$ cat src/rtl/riscv_pkg.sv
// Shared types for the writeback stage: register index, data word and FIFO entry.
package riscv_pkg;

  typedef logic [4:0]  reg_idx_t;
  typedef logic [31:0] xlen_t;

  typedef struct packed {
    reg_idx_t rd;
    xlen_t    wd;
  } wb_entry_t;

  localparam reg_idx_t REG_ZERO = 5'd0;

endpackage

$ cat src/rtl/riscv_writeback_if.sv
// Writeback stage bus: pipeline/issue/long-latency inputs, regfile write port and hazard status.
interface riscv_writeback_if;
  import riscv_pkg::*;

  logic     pipe_valid_in;
  reg_idx_t pipe_rd_in;
  xlen_t    pipe_wd_in;
  logic     issue_valid_in;
  reg_idx_t issue_rd_in;
  logic     ll_valid_in;
  logic     ll_ready_out;
  reg_idx_t ll_rd_in;
  xlen_t    ll_wd_in;
  logic     write_enable_out;
  reg_idx_t rd_out;
  xlen_t    wd_out;
  logic [31:0] busy_out;
  logic     protocol_err_out;

  modport master (
    output pipe_valid_in, pipe_rd_in, pipe_wd_in,
    output issue_valid_in, issue_rd_in,
    output ll_valid_in, ll_rd_in, ll_wd_in,
    input  ll_ready_out, write_enable_out, rd_out, wd_out, busy_out, protocol_err_out
  );

  modport slave (
    input  pipe_valid_in, pipe_rd_in, pipe_wd_in,
    input  issue_valid_in, issue_rd_in,
    input  ll_valid_in, ll_rd_in, ll_wd_in,
    output ll_ready_out, write_enable_out, rd_out, wd_out, busy_out, protocol_err_out
  );

endinterface

$ cat src/rtl/riscv_wb_fifo.sv
// Long-latency result FIFO; an accepted entry is poppable from the next cycle, no bypass.
// push_rdy is registered (count_next < DEPTH); simultaneous push and pop keep count steady.
module riscv_wb_fifo
  import riscv_pkg::*;
#(
  parameter int DEPTH = 2,
  localparam int AW = (DEPTH > 1) ? $clog2(DEPTH) : 1,
  localparam int CW = $clog2(DEPTH + 1)
) (
  input  logic          clk_in,
  input  logic          rst_n_in,
  input  logic          push_vld,
  output logic          push_rdy,
  input  wb_entry_t     push_dat,
  input  logic          pop,
  output logic          empty,
  output wb_entry_t     head_dat,
  output logic [CW-1:0] count
);

  wb_entry_t     mem [DEPTH];
  logic [AW-1:0] wr_ptr;
  logic [AW-1:0] rd_ptr;
  logic [CW-1:0] count_next;
  logic          push_fire;

  assign push_fire  = push_vld && push_rdy;
  assign empty      = (count == '0);
  assign head_dat   = mem[rd_ptr];
  assign count_next = count + CW'(push_fire) - CW'(pop);

  // Power-of-two depth lets the pointers wrap by natural overflow.
  always_ff @(posedge clk_in or negedge rst_n_in) begin
    if (!rst_n_in) begin
      wr_ptr   <= '0;
      rd_ptr   <= '0;
      count    <= '0;
      push_rdy <= 1'b0;
    end else begin
      if (push_fire) wr_ptr <= wr_ptr + AW'(1);
      if (pop)       rd_ptr <= rd_ptr + AW'(1);
      count    <= count_next;
      push_rdy <= (count_next < CW'(DEPTH));
    end
  end

  always_ff @(posedge clk_in) begin
    if (push_fire) mem[wr_ptr] <= push_dat;
  end

endmodule

$ cat src/rtl/riscv_writeback.sv
// Writeback arbiter: pipe results beat FIFO pops onto the registered regfile port (1 cycle).
// Pipe is never stalled; long-latency producers are throttled by ll_ready_out; busy_out tracks outstanding writes.
module riscv_writeback
  import riscv_pkg::*;
#(
  parameter int LL_DEPTH = 2
) (
  input logic              clk_in,
  input logic              rst_n_in,
  riscv_writeback_if.slave wb
);

  localparam int CW = $clog2(LL_DEPTH + 1);

  logic          pipe_take;
  logic          ll_push_vld;
  logic          ll_push_fire;
  logic          ll_rdy;
  logic          fifo_empty;
  logic          fifo_pop;
  wb_entry_t     fifo_head;
  wb_entry_t     ll_entry;
  logic [CW-1:0] ll_count;

  logic          we_q;
  reg_idx_t      rd_q;
  xlen_t         wd_q;
  logic [31:0]   busy_q;
  logic [31:0]   busy_nxt;
  logic          err_q;
  logic          err_hit;

  assign pipe_take    = wb.pipe_valid_in && (wb.pipe_rd_in != REG_ZERO);
  assign fifo_pop     = !pipe_take && !fifo_empty;
  assign ll_push_vld  = wb.ll_valid_in && (wb.ll_rd_in != REG_ZERO);
  assign ll_push_fire = ll_push_vld && ll_rdy;
  assign ll_entry     = '{rd: wb.ll_rd_in, wd: wb.ll_wd_in};

  riscv_wb_fifo #(.DEPTH(LL_DEPTH)) u_fifo (
    .clk_in   (clk_in),
    .rst_n_in (rst_n_in),
    .push_vld (ll_push_vld),
    .push_rdy (ll_rdy),
    .push_dat (ll_entry),
    .pop      (fifo_pop),
    .empty    (fifo_empty),
    .head_dat (fifo_head),
    .count    (ll_count)
  );

  // Set after clear so an issue to the register being retired keeps it busy.
  always_comb begin
    busy_nxt = busy_q;
    if (fifo_pop) busy_nxt[fifo_head.rd] = 1'b0;
    if (wb.issue_valid_in && (wb.issue_rd_in != REG_ZERO)) busy_nxt[wb.issue_rd_in] = 1'b1;
    busy_nxt[0] = 1'b0;
  end

  always_comb begin
    err_hit = 1'b0;
    if (wb.issue_valid_in && (wb.issue_rd_in != REG_ZERO) && busy_q[wb.issue_rd_in]) err_hit = 1'b1;
    if (pipe_take && busy_q[wb.pipe_rd_in]) err_hit = 1'b1;
    if (ll_push_fire && !busy_q[wb.ll_rd_in]) err_hit = 1'b1;
  end

  always_ff @(posedge clk_in or negedge rst_n_in) begin
    if (!rst_n_in) begin
      we_q   <= 1'b0;
      rd_q   <= REG_ZERO;
      wd_q   <= '0;
      busy_q <= '0;
      err_q  <= 1'b0;
    end else begin
      if (pipe_take) begin
        we_q <= 1'b1;
        rd_q <= wb.pipe_rd_in;
        wd_q <= wb.pipe_wd_in;
      end else if (fifo_pop) begin
        we_q <= 1'b1;
        rd_q <= fifo_head.rd;
        wd_q <= fifo_head.wd;
      end else begin
        we_q <= 1'b0;
      end
      busy_q <= busy_nxt;
      err_q  <= err_q | err_hit;
    end
  end

  assign wb.ll_ready_out     = ll_rdy;
  assign wb.write_enable_out = we_q;
  assign wb.rd_out           = rd_q;
  assign wb.wd_out           = wd_q;
  assign wb.busy_out         = busy_q;
  assign wb.protocol_err_out = err_q;

  a_count_bound: assert property (@(posedge clk_in) disable iff (!rst_n_in)
    ll_count <= CW'(LL_DEPTH));

endmodule

$ cat src/flat_wrapper.sv
// flat-port wrapper written by rule: the top's interface ports become plain ports
module riscv_writeback_flat import riscv_pkg::*;
#(
  parameter int LL_DEPTH = 2
)
  (clk_in, rst_n_in, wb_pipe_valid_in, wb_pipe_rd_in, wb_pipe_wd_in, wb_issue_valid_in, wb_issue_rd_in, wb_ll_valid_in, wb_ll_rd_in, wb_ll_wd_in, wb_ll_ready_out, wb_write_enable_out, wb_rd_out, wb_wd_out, wb_busy_out, wb_protocol_err_out);
  riscv_writeback_if wb_i ();
  input logic clk_in;
  input logic rst_n_in;
  input wire logic [$bits(wb_i.pipe_valid_in)-1:0] wb_pipe_valid_in;
  input wire logic [$bits(wb_i.pipe_rd_in)-1:0] wb_pipe_rd_in;
  input wire logic [$bits(wb_i.pipe_wd_in)-1:0] wb_pipe_wd_in;
  input wire logic [$bits(wb_i.issue_valid_in)-1:0] wb_issue_valid_in;
  input wire logic [$bits(wb_i.issue_rd_in)-1:0] wb_issue_rd_in;
  input wire logic [$bits(wb_i.ll_valid_in)-1:0] wb_ll_valid_in;
  input wire logic [$bits(wb_i.ll_rd_in)-1:0] wb_ll_rd_in;
  input wire logic [$bits(wb_i.ll_wd_in)-1:0] wb_ll_wd_in;
  output wire logic [$bits(wb_i.ll_ready_out)-1:0] wb_ll_ready_out;
  output wire logic [$bits(wb_i.write_enable_out)-1:0] wb_write_enable_out;
  output wire logic [$bits(wb_i.rd_out)-1:0] wb_rd_out;
  output wire logic [$bits(wb_i.wd_out)-1:0] wb_wd_out;
  output wire logic [$bits(wb_i.busy_out)-1:0] wb_busy_out;
  output wire logic [$bits(wb_i.protocol_err_out)-1:0] wb_protocol_err_out;
  assign wb_i.pipe_valid_in = wb_pipe_valid_in;
  assign wb_i.pipe_rd_in = wb_pipe_rd_in;
  assign wb_i.pipe_wd_in = wb_pipe_wd_in;
  assign wb_i.issue_valid_in = wb_issue_valid_in;
  assign wb_i.issue_rd_in = wb_issue_rd_in;
  assign wb_i.ll_valid_in = wb_ll_valid_in;
  assign wb_i.ll_rd_in = wb_ll_rd_in;
  assign wb_i.ll_wd_in = wb_ll_wd_in;
  assign wb_ll_ready_out = wb_i.ll_ready_out;
  assign wb_write_enable_out = wb_i.write_enable_out;
  assign wb_rd_out = wb_i.rd_out;
  assign wb_wd_out = wb_i.wd_out;
  assign wb_busy_out = wb_i.busy_out;
  assign wb_protocol_err_out = wb_i.protocol_err_out;
  riscv_writeback #(.LL_DEPTH(LL_DEPTH)) u_core (.clk_in(clk_in), .rst_n_in(rst_n_in), .wb(wb_i));
endmodule
$ cat config.mk
export PLATFORM = sky130hd
export DESIGN_NAME = riscv_writeback_flat
export DESIGN_NICKNAME = d
export VERILOG_FILES = /design/src/rtl/riscv_pkg.sv /design/src/rtl/riscv_writeback_if.sv /design/src/rtl/riscv_wb_fifo.sv /design/src/rtl/riscv_writeback.sv /design/src/flat_wrapper.sv
export SDC_FILE = /design/constraint.sdc
export NUM_CORES = 1
export LEC_CHECK = 0
export CAP_MARGIN = 15
export CELL_PAD_IN_SITES_DETAIL_PLACEMENT = 1
export CELL_PAD_IN_SITES_GLOBAL_PLACEMENT = 2
export CORE_MARGIN = 4
export CORE_UTILIZATION = 30
export DETAILED_ROUTE_END_ITERATION = 16
export PLACE_DENSITY = 0.82
export SLEW_MARGIN = 30
export SYNTH_ARGS = -nofsm -noshare
export SYNTH_HDL_FRONTEND = slang
export SYNTH_SLANG_ARGS = --single-unit
$ cat constraint.sdc
create_clock -name clk_in -period 2.52 [get_ports clk_in]
set_clock_uncertainty 0.15 [all_clocks]
set_input_delay 0.252 -clock clk_in [delete_from_list [all_inputs] [get_ports clk_in]]
set_output_delay 0.252 -clock clk_in [all_outputs]
set_load 0.02 [all_outputs]
**Word-level counts from Yosys, hierarchy flattened**

Memory sizes are Yosys's and may differ from the RTL's.
Index checks and enable logic that the tools add are counted.

- Reductions and logical operators: 18
- Bitwise gates (word level): 4
- $lt $le $gt $ge: 7
- $add $sub $neg: 4
- Muxes and demuxes: 23

Operators by type and width:

| operator | count |
|---|---|
| $mux 32 | 4 |
| $and 32x32->32 | 1 |
| $not 32->32 | 1 |
| $or 32x32->32 | 1 |
| $lt 5x6->1 const B | 4 |
| $bmux 1 s5 | 3 |
| $reduce_bool 5->1 | 3 |
| $mux 1 | 12 |
| $demux 1 s5 | 2 |
| $ge 5x1->1 const B | 2 |
| $logic_and 1x1->1 | 10 |
| $mux 5 | 2 |
| $logic_not 1->1 | 3 |
| $add 1x1->1 const B | 2 |
| $add 2x1->2 | 1 |
| $logic_not 2->1 | 1 |
| $lt 2x2->1 const B | 1 |
| $reduce_bool 2->1 | 1 |
| $sub 2x1->2 | 1 |
| $or 1x1->1 | 1 |

- Register bits: 75
- Output and inout bits: 72
- Input bits: 84
- Word-level logic and storage cells: 66
- Memories kept: 1
- Bits in writable memories: 74

Memory list:

| name | words | width | read ports | clocked after Yosys merged registers in | write ports | RTL line | RTL |
|---|---|---|---|---|---|---|---|
| u_core.u_fifo.mem | 2 | 37 | 1 | 0 | 1 | riscv_wb_fifo.sv:21 | `wb_entry_t mem [DEPTH];` |

**Depth between registers and ports, before layout**

Gate-level depths: netlist (run 1).
An unclocked memory read counts as a cell.

- Depth in word-level cells: 10
- Mapped depth: 12
- Mapped depth without buffers: 9

**Hierarchy**

A second synthesis (run 1) with hierarchy kept.

- Cells, all modules: 523
- Area total of the unflattened synthesis: 6,941.7 µm²

Modules (own cells, without submodules):

| module | area each (µm²) | instances | seq. area each (µm²) | cells an instance |
|---|---|---|---|---|
| riscv_writeback | 3,970.1 | 1 | 1,751.7 | 391 |
| riscv_wb_fifo | 2,971.6 | 1 | 2,347.3 | 132 |

**Least setup slack after synthesis (run 1)**

No wires, ideal clock.

- Path kind: input to register
- From: input wb_ll_rd_in[1]
- To: memory u_core.u_fifo.mem[0][0] (netlist name) (enable)
- Cell stages on the path: 4
- Required time: 1,939 ps
- Arrival time: 2,498 ps
- Library setup time: 431 ps
- Path slack: -559 ps
- Buffers on the path: 1
- Cell sequence: clkbuf_1 or3_1 o311ai_1 nor2_1

- Word-level cells in the longest chain between the ends: 5

Ends and longest elaborated chain:

| item | RTL line | RTL |
|---|---|---|
| from (decl) | flat_wrapper.sv:16 | `input wire logic [$bits(wb_i.ll_rd_in)-1:0] wb_ll_rd_in;` |
| $reduce_bool 5->1 | riscv_writeback.sv:35 | `assign ll_push_vld = wb.ll_valid_in && (wb.ll_rd_in != REG_ZERO);` |
| $logic_and 1x1->1 | riscv_writeback.sv:35 |  |
| $logic_and 1x1->1 | riscv_wb_fifo.sv:27 | `assign push_fire = push_vld && push_rdy;` |
| $mux 1 | riscv_wb_fifo.sv:48 | `if (push_fire) mem[wr_ptr] <= push_dat;` |
| $mux 1 (implied by the code) | riscv_wb_fifo.sv:48 |  |
| to (decl) | riscv_wb_fifo.sv:21 |  |

Every way passes these cells.

**Final worst setup path (run 1)**

- From: input wb_pipe_rd_in[0]
- To: register u_core.err_q, in the netlist u_core.wb.protocol_err_out

- Word-level cells in the longest chain between the ends: 6
- Elaborated cells between the ends (all ways): 8
- Classes of those cells: mux (4); bitwise (1); reduce/logical (3)

Ends and longest elaborated chain:

| item | RTL line | RTL |
|---|---|---|
| from (decl) | flat_wrapper.sv:11 | `input wire logic [$bits(wb_i.pipe_rd_in)-1:0] wb_pipe_rd_in;` |
| $bmux 1 s5 / $reduce_bool 5->1 (equally long branches) | riscv_writeback.sv:62, riscv_writeback.sv:33 |  |
| $mux 1 (implied by the code) / $logic_and 1x1->1 (equally long branches) | riscv_writeback.sv:62, riscv_writeback.sv:33 |  |
| $logic_and 1x1->1 (*) | riscv_writeback.sv:62 | `if (pipe_take && busy_q[wb.pipe_rd_in]) err_hit = 1'b1;` |
| $mux 1 (*) | riscv_writeback.sv:62 |  |
| $mux 1 (*) | riscv_writeback.sv:63 | `if (ll_push_fire && !busy_q[wb.ll_rd_in]) err_hit = 1'b1;` |
| $or 1x1->1 (*) | riscv_writeback.sv:86 | `err_q <= err_q \| err_hit;` |
| to (signal assigned) | riscv_writeback.sv:86 |  |
| to (decl) | riscv_writeback.sv:30 | `logic err_q;` |

Every way passes the cells marked *; elsewhere a longest branch is shown, timed or not. The select of a mux whose other input is x is not followed.
A chain may end at the register's enable or synchronous reset.

==> results of run 1 <==
## cells by family (layout without fill, tap and decap cells)
logic type	after synthesis	in the layout	share of synthesized area
AO/OA/AOI/OAI	154	154	0.121
multiplexers	76	76	0.149
adder cells (fa/ha/maj)	2	2	0.00370
flip-flops	149	149	0.607
other	1	1	0.000555
buffers and inverters	39	228	0.0261
XOR/XNOR	4	4	0.00519
AND/OR/NAND/NOR	134	134	0.0872
## layout by cell type, fill, tap and decap left out, drive strengths merged, types with 19 or more instances in the layout
cell type        n
dfrtp           75
nor2            49
mux4            19
edfxtp          74
o21ai          100
clkbuf          20
buf             38
nand2           53
clkdlybuf4s50  153
mux2i           48
a21oi           37
## through the flow
step	setup slack, ns	power [W]
final	0.232	0.0108
after global routing	0.101	0.0114
after CTS	0.232	0.0109
after floorplan	-0.559	0.00619
after global placement	-0.149	0.00812
after detailed placement	-0.197	0.00832
## final timing paths
kind                                         from                         end  slack, ns  cells after the start
max                              wb_pipe_rd_in[0]  u_core.wb.protocol_err_out       0.23                      7
min reg2reg                  u_core.u_fifo.wr_ptr        u_core.u_fifo.wr_ptr       0.42                      1
min                                      rst_n_in       u_core.wb.busy_out[6]       0.23                      2
min in group clk_in              wb_pipe_wd_in[0]         u_core.wb.wd_out[0]       0.24                      3
max in group asynchronous                rst_n_in        u_core.wb.wd_out[31]       1.29                      3
max reg2reg                u_core.wb.busy_out[16]  u_core.wb.protocol_err_out       0.36                      5
## power breakdown
part	internal, W	switching, W	total, W
Combinational	0.00199	0.00232	0.00431
Sequential	0.00330	0.000649	0.00395
Clock	0.00146	0.00104	0.00250
## state kept, by name (all words and copies together) (netlist names)
signal / cells
u_core.wb.write_enable_out: 1
u_core.u_fifo.push_rdy: 1
u_core.wb.rd_out: 5
u_core.wb.busy_out: 31
u_core.u_fifo.wr_ptr: 1
u_core.u_fifo.mem: 74
u_core.wb.wd_out: 32
u_core.u_fifo.count: 2
u_core.u_fifo.rd_ptr: 1
u_core.wb.protocol_err_out: 1
## layout make-up
cell class	count	area [um^2]
well taps	280	350
inverters	4	15.0
clock inverters	12	118
clock buffers	20	468
repair buffers	192	1880
multi-input cells	371	2510
fillers	2335	12500
flip-flops and latches	149	4100
## metal layers
metal | track usage | wire length (um) | part of all wire
met1 | 0.230 | 9220 | 0.43
met2 | 0.283 | 10300 | 0.48
met3 | 0.0514 | 1630 | 0.076
met4 | 0.0520 | 388 | 0.018
met5 | 0 | 26 | 0.0012
==> run_summary.xml, run 1 <==
<?xml version="1.0" encoding="UTF-8"?>
<metrics>
  <group name="timing">
    <metric name="final_max_slew_viol_count" unit="">0</metric>
    <metric name="fin_tns_setup" unit="ns">0</metric>
    <metric name="layout_min_cycle_time" unit="ns">2.29</metric>
    <metric name="max-slew-margin-rel" unit="">0.507</metric>
    <metric name="rsz0062_at_grt" unit="">false</metric>
    <metric name="min_period_over_period" unit="">0.908</metric>
    <metric name="final-setup-viol-count" unit="">0</metric>
    <metric name="max_slew.worst_pin.slew" unit="ns">0.739</metric>
    <metric name="achievable-frequency" unit="MHz">437</metric>
    <metric name="whs" unit="ns">0.235</metric>
    <metric name="hold_violation_count_in_the_final_report" unit="">0</metric>
  </group>
  <group name="power">
    <metric name="p_per_area" unit="mW/mm^2">1140</metric>
    <metric name="peakVddDrop" unit="mV">0.594</metric>
    <metric name="lkg_pwr" unit="nW">3.62</metric>
  </group>
  <group name="clock_tree">
    <metric name="cts.sink_count" unit="">149</metric>
    <metric name="cts.clk_slew.worst_paths" unit="ns">0.07</metric>
    <metric name="cts_buffers" unit="">17</metric>
    <metric name="tritoncts" unit="">done</metric>
    <metric name="post_cts_resize_count" unit="">0</metric>
    <metric name="clock-root-buffer" unit="">sky130_fd_sc_hd__clkbuf_16</metric>
    <metric name="cts-root-to-sink-buffers" unit="">2</metric>
    <metric name="clkLatencyLatePin" unit="ns">0.42</metric>
    <metric name="postCtsHoldBufs" unit="">1</metric>
    <metric name="post-cts-setup-buffers" unit="">0</metric>
    <metric name="cts_htree_levels" unit="">4</metric>
  </group>
  <group name="detailed_routing">
    <metric name="post-route-drc-count" unit="">0</metric>
    <metric name="route.detailed.wl_per_inst" unit="um">21.0</metric>
    <metric name="dr.pass1.iters" unit="">5</metric>
    <metric name="via_count" unit="">5282</metric>
    <metric name="ant_nets" unit="">0</metric>
    <metric name="route.final.wire_length" unit="um">21600</metric>
    <metric name="drt_first_iter_violations" unit="">402</metric>
    <metric name="vias_per_cell" unit="">5.14</metric>
  </group>
  <group name="worst_setup_path">
    <metric name="crit_family" unit="">multiplexers</metric>
    <metric name="cp-end-kind" unit="">register</metric>
    <metric name="timing.critical_path.cells" unit="">clkdlybuf4s50_1 -&gt; buf_4 -&gt; mux4_2 -&gt; mux2_2 -&gt; a221o_1 -&gt; a41oi_1 -&gt; nand4_1</metric>
    <metric name="required" unit="ns">2.65</metric>
    <metric name="largest_fanout_of_any_net_on_the_critical_path" unit="">5</metric>
    <metric name="critical-path-max-stage-delay" unit="ns">0.53</metric>
    <metric name="critical_path_arrival" unit="ns">2.41</metric>
    <metric name="worstSetupStartpointType" unit="">input pin</metric>
    <metric name="cp_bufs_invs" unit="">2</metric>
    <metric name="crit_path_top_delay_cell" unit="">sky130_fd_sc_hd__clkdlybuf4s50_1</metric>
    <metric name="worstSetupPathType" unit="">input pin to register</metric>
  </group>
  <group name="outcome">
    <metric name="result_of_the_run" unit="">finished, final reports clean</metric>
  </group>
  <group name="floorplanning">
    <metric name="vertical_extent_of_the_die" unit="um">158</metric>
    <metric name="fp.dieArea" unit="mm^2">0.0250</metric>
    <metric name="floorplan.initialDensity" unit="">0.308</metric>
    <metric name="cell_row_count" unit="">54</metric>
    <metric name="core_region_area" unit="mm^2">0.0220</metric>
    <metric name="ioPinCount" unit="">156</metric>
    <metric name="die_w" unit="um">158</metric>
  </group>
  <group name="synthesis">
    <metric name="synth_fp_nets" unit="">645</metric>
    <metric name="syn_inst" unit="">559</metric>
    <metric name="synth.top_cell.area_share" unit="">0.329</metric>
    <metric name="synthDistinctLibCells" unit="">44</metric>
    <metric name="synth-seq-area-share" unit="">0.607</metric>
    <metric name="yosys.area.top_type" unit="">sky130_fd_sc_hd__edfxtp_1</metric>
    <metric name="yosysMostFrequentCell" unit="">sky130_fd_sc_hd__o21ai_0</metric>
    <metric name="ys_ff_latch" unit="">149</metric>
    <metric name="synth.cell_area" unit="mm^2">0.00676</metric>
    <metric name="synth_flop_cell" unit="">sky130_fd_sc_hd__dfrtp_1</metric>
    <metric name="synthTopCellsByArea" unit="">sky130_fd_sc_hd__edfxtp_1, sky130_fd_sc_hd__dfrtp_1, sky130_fd_sc_hd__mux2i_1, sky130_fd_sc_hd__o21ai_0, sky130_fd_sc_hd__mux4_2</metric>
    <metric name="async_reset_ff_frac" unit="">0.503</metric>
    <metric name="ys_warn_count" unit="">0</metric>
    <metric name="most_used_standard_cells_in_the_synthesized_netlist" unit="">sky130_fd_sc_hd__o21ai_0, sky130_fd_sc_hd__dfrtp_1, sky130_fd_sc_hd__edfxtp_1</metric>
    <metric name="syn_avg_cell_area" unit="um^2">12.1</metric>
    <metric name="synth-edff-count" unit="">74</metric>
  </group>
  <group name="layout">
    <metric name="antennaDiodeCount" unit="">0</metric>
    <metric name="final_design_area_no_fill" unit="mm^2">0.00944</metric>
    <metric name="syn_to_final_growth" unit="%">39.7</metric>
    <metric name="nNetsFinal" unit="">821</metric>
    <metric name="finalCoreUtilization" unit="">0.430</metric>
    <metric name="final_layout_size_suffix_gt1_frac" unit="">0.143</metric>
    <metric name="non_filler_instance_count_after_layout" unit="">1028</metric>
  </group>
  <group name="placed_design">
    <metric name="gp_congestion" unit="">0.872</metric>
    <metric name="dpl.cell_count" unit="">995</metric>
    <metric name="postPlaceCellArea" unit="mm^2">0.00884</metric>
    <metric name="place.port_buffers" unit="">154</metric>
    <metric name="dp.final_hpwl" unit="um">15700</metric>
  </group>
  <group name="global_routing">
    <metric name="track_usage" unit="">0.175</metric>
    <metric name="grt_remaining_overflow" unit="">0</metric>
    <metric name="maximum_number_of_pins_on_one_net_before_global_route_repair" unit="">71</metric>
    <metric name="grt_pass1_vias" unit="">5833</metric>
    <metric name="grt_first_pass_wirelength" unit="um">33500</metric>
    <metric name="number_of_antenna_violations_at_the_first_check_in_global_routing" unit="">2</metric>
  </group>
  <group name="min_path">
    <metric name="hp-class" unit="">input pin to asynchronous set/reset pin</metric>
  </group>
  <group name="flow_run">
    <metric name="max_cap_viol_count" unit="">0</metric>
  </group>
</metrics>
(Power assumes the default switching activity.)
==> run 2: changes to the inputs <==
- GPL_TIMING_DRIVEN: default -> 0
==> run_summary.xml, run 2 (synthesized netlist as in run 1, its figures left out) <==
<?xml version="1.0" encoding="UTF-8"?>
<metrics>
  <group name="clock_tree">
    <metric name="cts.clk_slew.worst_paths" unit="ns">0.07</metric>
    <metric name="cts.sink_count" unit="">149</metric>
    <metric name="cts-root-to-sink-buffers" unit="">2</metric>
    <metric name="clock-root-buffer" unit="">sky130_fd_sc_hd__clkbuf_16</metric>
    <metric name="cts_htree_levels" unit="">4</metric>
    <metric name="tritoncts" unit="">done</metric>
    <metric name="cts_buffers" unit="">17</metric>
    <metric name="clkLatencyLatePin" unit="ns">0.42</metric>
  </group>
  <group name="min_path">
    <metric name="hold_end" unit="">u_core.wb.rd_out[0]</metric>
    <metric name="hp-start" unit="">wb_pipe_valid_in</metric>
    <metric name="worst_hold_path.num_cells" unit="">3</metric>
    <metric name="hp-class" unit="">input pin to register</metric>
  </group>
  <group name="layout">
    <metric name="nNetsFinal" unit="">823</metric>
    <metric name="register_containing_the_most_flip_flops_in_the_final_layout" unit="">u_core.u_fifo.mem</metric>
    <metric name="antennaDiodeCount" unit="">0</metric>
    <metric name="non_filler_instance_count_after_layout" unit="">1030</metric>
    <metric name="final_layout_size_suffix_gt1_frac" unit="">0.121</metric>
    <metric name="syn_to_final_growth" unit="%">39.1</metric>
    <metric name="layout.cells.most_common" unit="">sky130_fd_sc_hd__clkdlybuf4s50_1</metric>
    <metric name="fillers" unit="">2314</metric>
    <metric name="largest_reg_flops" unit="">74</metric>
    <metric name="seqCellArea" unit="mm^2">0.00410</metric>
    <metric name="multiInputGateArea" unit="mm^2">0.00253</metric>
    <metric name="mostFrequentLayoutCells" unit="">sky130_fd_sc_hd__clkdlybuf4s50_1, sky130_fd_sc_hd__o21ai_0, sky130_fd_sc_hd__dfrtp_1</metric>
  </group>
  <group name="placed_design">
    <metric name="dpl.cell_count" unit="">992</metric>
    <metric name="place.port_buffers" unit="">150</metric>
    <metric name="gp_congestion" unit="">0.878</metric>
    <metric name="dp.final_hpwl" unit="um">16300</metric>
  </group>
  <group name="timing">
    <metric name="rsz0062_at_grt" unit="">true</metric>
    <metric name="fin_tns_setup" unit="ns">0</metric>
    <metric name="achievable-frequency" unit="MHz">411</metric>
    <metric name="final_max_slew_viol_count" unit="">0</metric>
    <metric name="max_slew.worst_pin.slew" unit="ns">0.648</metric>
    <metric name="final-setup-viol-count" unit="">0</metric>
    <metric name="hold_violation_count_in_the_final_report" unit="">0</metric>
    <metric name="layout_min_cycle_time" unit="ns">2.44</metric>
    <metric name="min_period_over_period" unit="">0.966</metric>
    <metric name="max-slew-margin-rel" unit="">0.568</metric>
  </group>
  <group name="detailed_routing">
    <metric name="drt_first_iter_violations" unit="">326</metric>
    <metric name="dr.pass1.iters" unit="">4</metric>
    <metric name="vias_per_cell" unit="">5.20</metric>
    <metric name="route.final.wire_length" unit="um">21800</metric>
    <metric name="ant_nets" unit="">0</metric>
    <metric name="route.detailed.wl_per_inst" unit="um">21.2</metric>
    <metric name="post-route-drc-count" unit="">0</metric>
    <metric name="via_count" unit="">5354</metric>
  </group>
  <group name="floorplanning">
    <metric name="die_w" unit="um">158</metric>
    <metric name="floorplan.initialDensity" unit="">0.308</metric>
    <metric name="core_region_area" unit="mm^2">0.0220</metric>
    <metric name="cell_row_count" unit="">54</metric>
    <metric name="vertical_extent_of_the_die" unit="um">158</metric>
    <metric name="fp.dieArea" unit="mm^2">0.0250</metric>
    <metric name="ioPinCount" unit="">156</metric>
  </group>
  <group name="outcome">
    <metric name="result_of_the_run" unit="">finished, final reports clean</metric>
  </group>
  <group name="worst_setup_path">
    <metric name="crit_path_top_delay_cell" unit="">sky130_fd_sc_hd__clkdlybuf4s50_1</metric>
    <metric name="timing.reg2reg.worst_path_depth" unit="">5</metric>
    <metric name="crit_family" unit="">buffers and inverters</metric>
    <metric name="critical-path-max-stage-delay" unit="ns">0.62</metric>
    <metric name="required" unit="ns">2.49</metric>
    <metric name="worstReg2RegEnd" unit="">u_core.wb.busy_out[21]</metric>
    <metric name="cp_bufs_invs" unit="">4</metric>
    <metric name="worstSetupStartpointType" unit="">input pin</metric>
    <metric name="timing.critical_path.cells" unit="">clkdlybuf4s50_1 -&gt; buf_2 -&gt; o311ai_4 -&gt; buf_4 -&gt; nor2_4 -&gt; buf_16</metric>
    <metric name="setup.reg_to_reg.worst_slack" unit="ns">0.15</metric>
    <metric name="largest_fanout_of_any_net_on_the_critical_path" unit="">21</metric>
    <metric name="critical_path.reg2reg.startpoint" unit="">u_core.u_fifo.rd_ptr</metric>
    <metric name="worstSetupPathType" unit="">input pin to register</metric>
    <metric name="cp-end-kind" unit="">register</metric>
    <metric name="critical_path_arrival" unit="ns">2.40</metric>
  </group>
  <group name="power">
    <metric name="lkg_pwr" unit="nW">3.58</metric>
    <metric name="peakVddDrop" unit="mV">0.579</metric>
    <metric name="p_per_area" unit="mW/mm^2">1160</metric>
  </group>
  <group name="global_routing">
    <metric name="grt_first_pass_wirelength" unit="um">33500</metric>
    <metric name="track_usage" unit="">0.176</metric>
    <metric name="number_of_antenna_violations_at_the_first_check_in_global_routing" unit="">0</metric>
    <metric name="grt_pass1_vias" unit="">5862</metric>
    <metric name="maximum_number_of_pins_on_one_net_before_global_route_repair" unit="">43</metric>
    <metric name="grt_remaining_overflow" unit="">0</metric>
  </group>
  <group name="flow_run">
    <metric name="max_cap_viol_count" unit="">0</metric>
  </group>
</metrics>
[run 2: worst reg2reg max path, stage by stage, from the launching register on]
cell,delay (ns)
sky130_fd_sc_hd__dfrtp_1,0.32
sky130_fd_sc_hd__clkbuf_1,0.35
sky130_fd_sc_hd__mux2i_1,0.47
sky130_fd_sc_hd__nand4_1,0.49
sky130_fd_sc_hd__o21ai_0,0.31
sky130_fd_sc_hd__o21ai_0,0.14
[run 2: final cells by class]
type / count / share of cell area
sequential: 149 / 0.436
multi-input combinational: 371 / 0.269
timing repair buffer: 161 / 0.174
clock buffer: 17 / 0.0453
tap: 280 / 0.0373
clock inverter: 15 / 0.0193
buffer: 33 / 0.0169
inverter: 4 / 0.00160
[run 2: repair_timing]
item / 4_1_cts / 5_1_grt
setup buffers: 1 / 5
hold buffers: 2 / 0
endpoints found under the hold margin: 42 / 0
gates cloned: 0 / 0
setup endpoints to repair: 56 / 60
pin swaps: 1 / 4
resized for setup: 6 / 8
[run 2: per-layer routing]
metal / wire (um) / vias up / part of all wire / track usage
met3: 1930 / 21 / 0.089 / 0.0637
met1: 8880 / 2692 / 0.41 / 0.221
li1: - / 2422 / - / -
met4: 266 / 0 / 0.012 / 0.0426
met2: 10700 / 219 / 0.49 / 0.292
met5: 0 / - / 0 / 0
[run 2: per-stage QoR]
stage	hold WS (ns)	worst slack, ns	total power (W)	utilization	cell area, um^2
after CTS	0.0833	0.0306	0.0109	0.425	9340
after floorplan	-0.194	-0.559	0.00619	-	6760
after global routing	0.132	-0.0251	0.0115	0.428	9400
final	0.113	0.0845	0.0109	0.428	9400
after detailed placement	0.140	-0.912	0.00825	0.396	8710
after global placement	0.331	-2.34	0.00803	0.392	8610
[run 2: how the worst max path moves through the flow]
stage / end / cells past startpoint / slack [ns] / start
6_report: u_core.u_fifo.mem[0][22] / 6 / 0.08 / wb_ll_rd_in[0]
5_1_grt: u_core.u_fifo.count[1] / 11 / -0.03 / wb_pipe_rd_in[0]
4_1_cts: u_core.u_fifo.count[1] / 9 / 0.03 / u_core.u_fifo.count[1]
3_5_place_dp: u_core.u_fifo.count[1] / 10 / -0.91 / wb_ll_rd_in[1]
3_3_place_gp: u_core.u_fifo.mem[0][17] / 5 / -2.34 / wb_ll_rd_in[1]
2_1_floorplan: u_core.u_fifo.mem[0][0] / 4 / -0.56 / wb_ll_rd_in[1]
[run 2: report_power, final]
part,switching [W],internal [W],total (W)
clock,0.00111,0.00151,0.00261
combinational,0.00236,0.00197,0.00433
sequential,0.000641,0.00330,0.00394
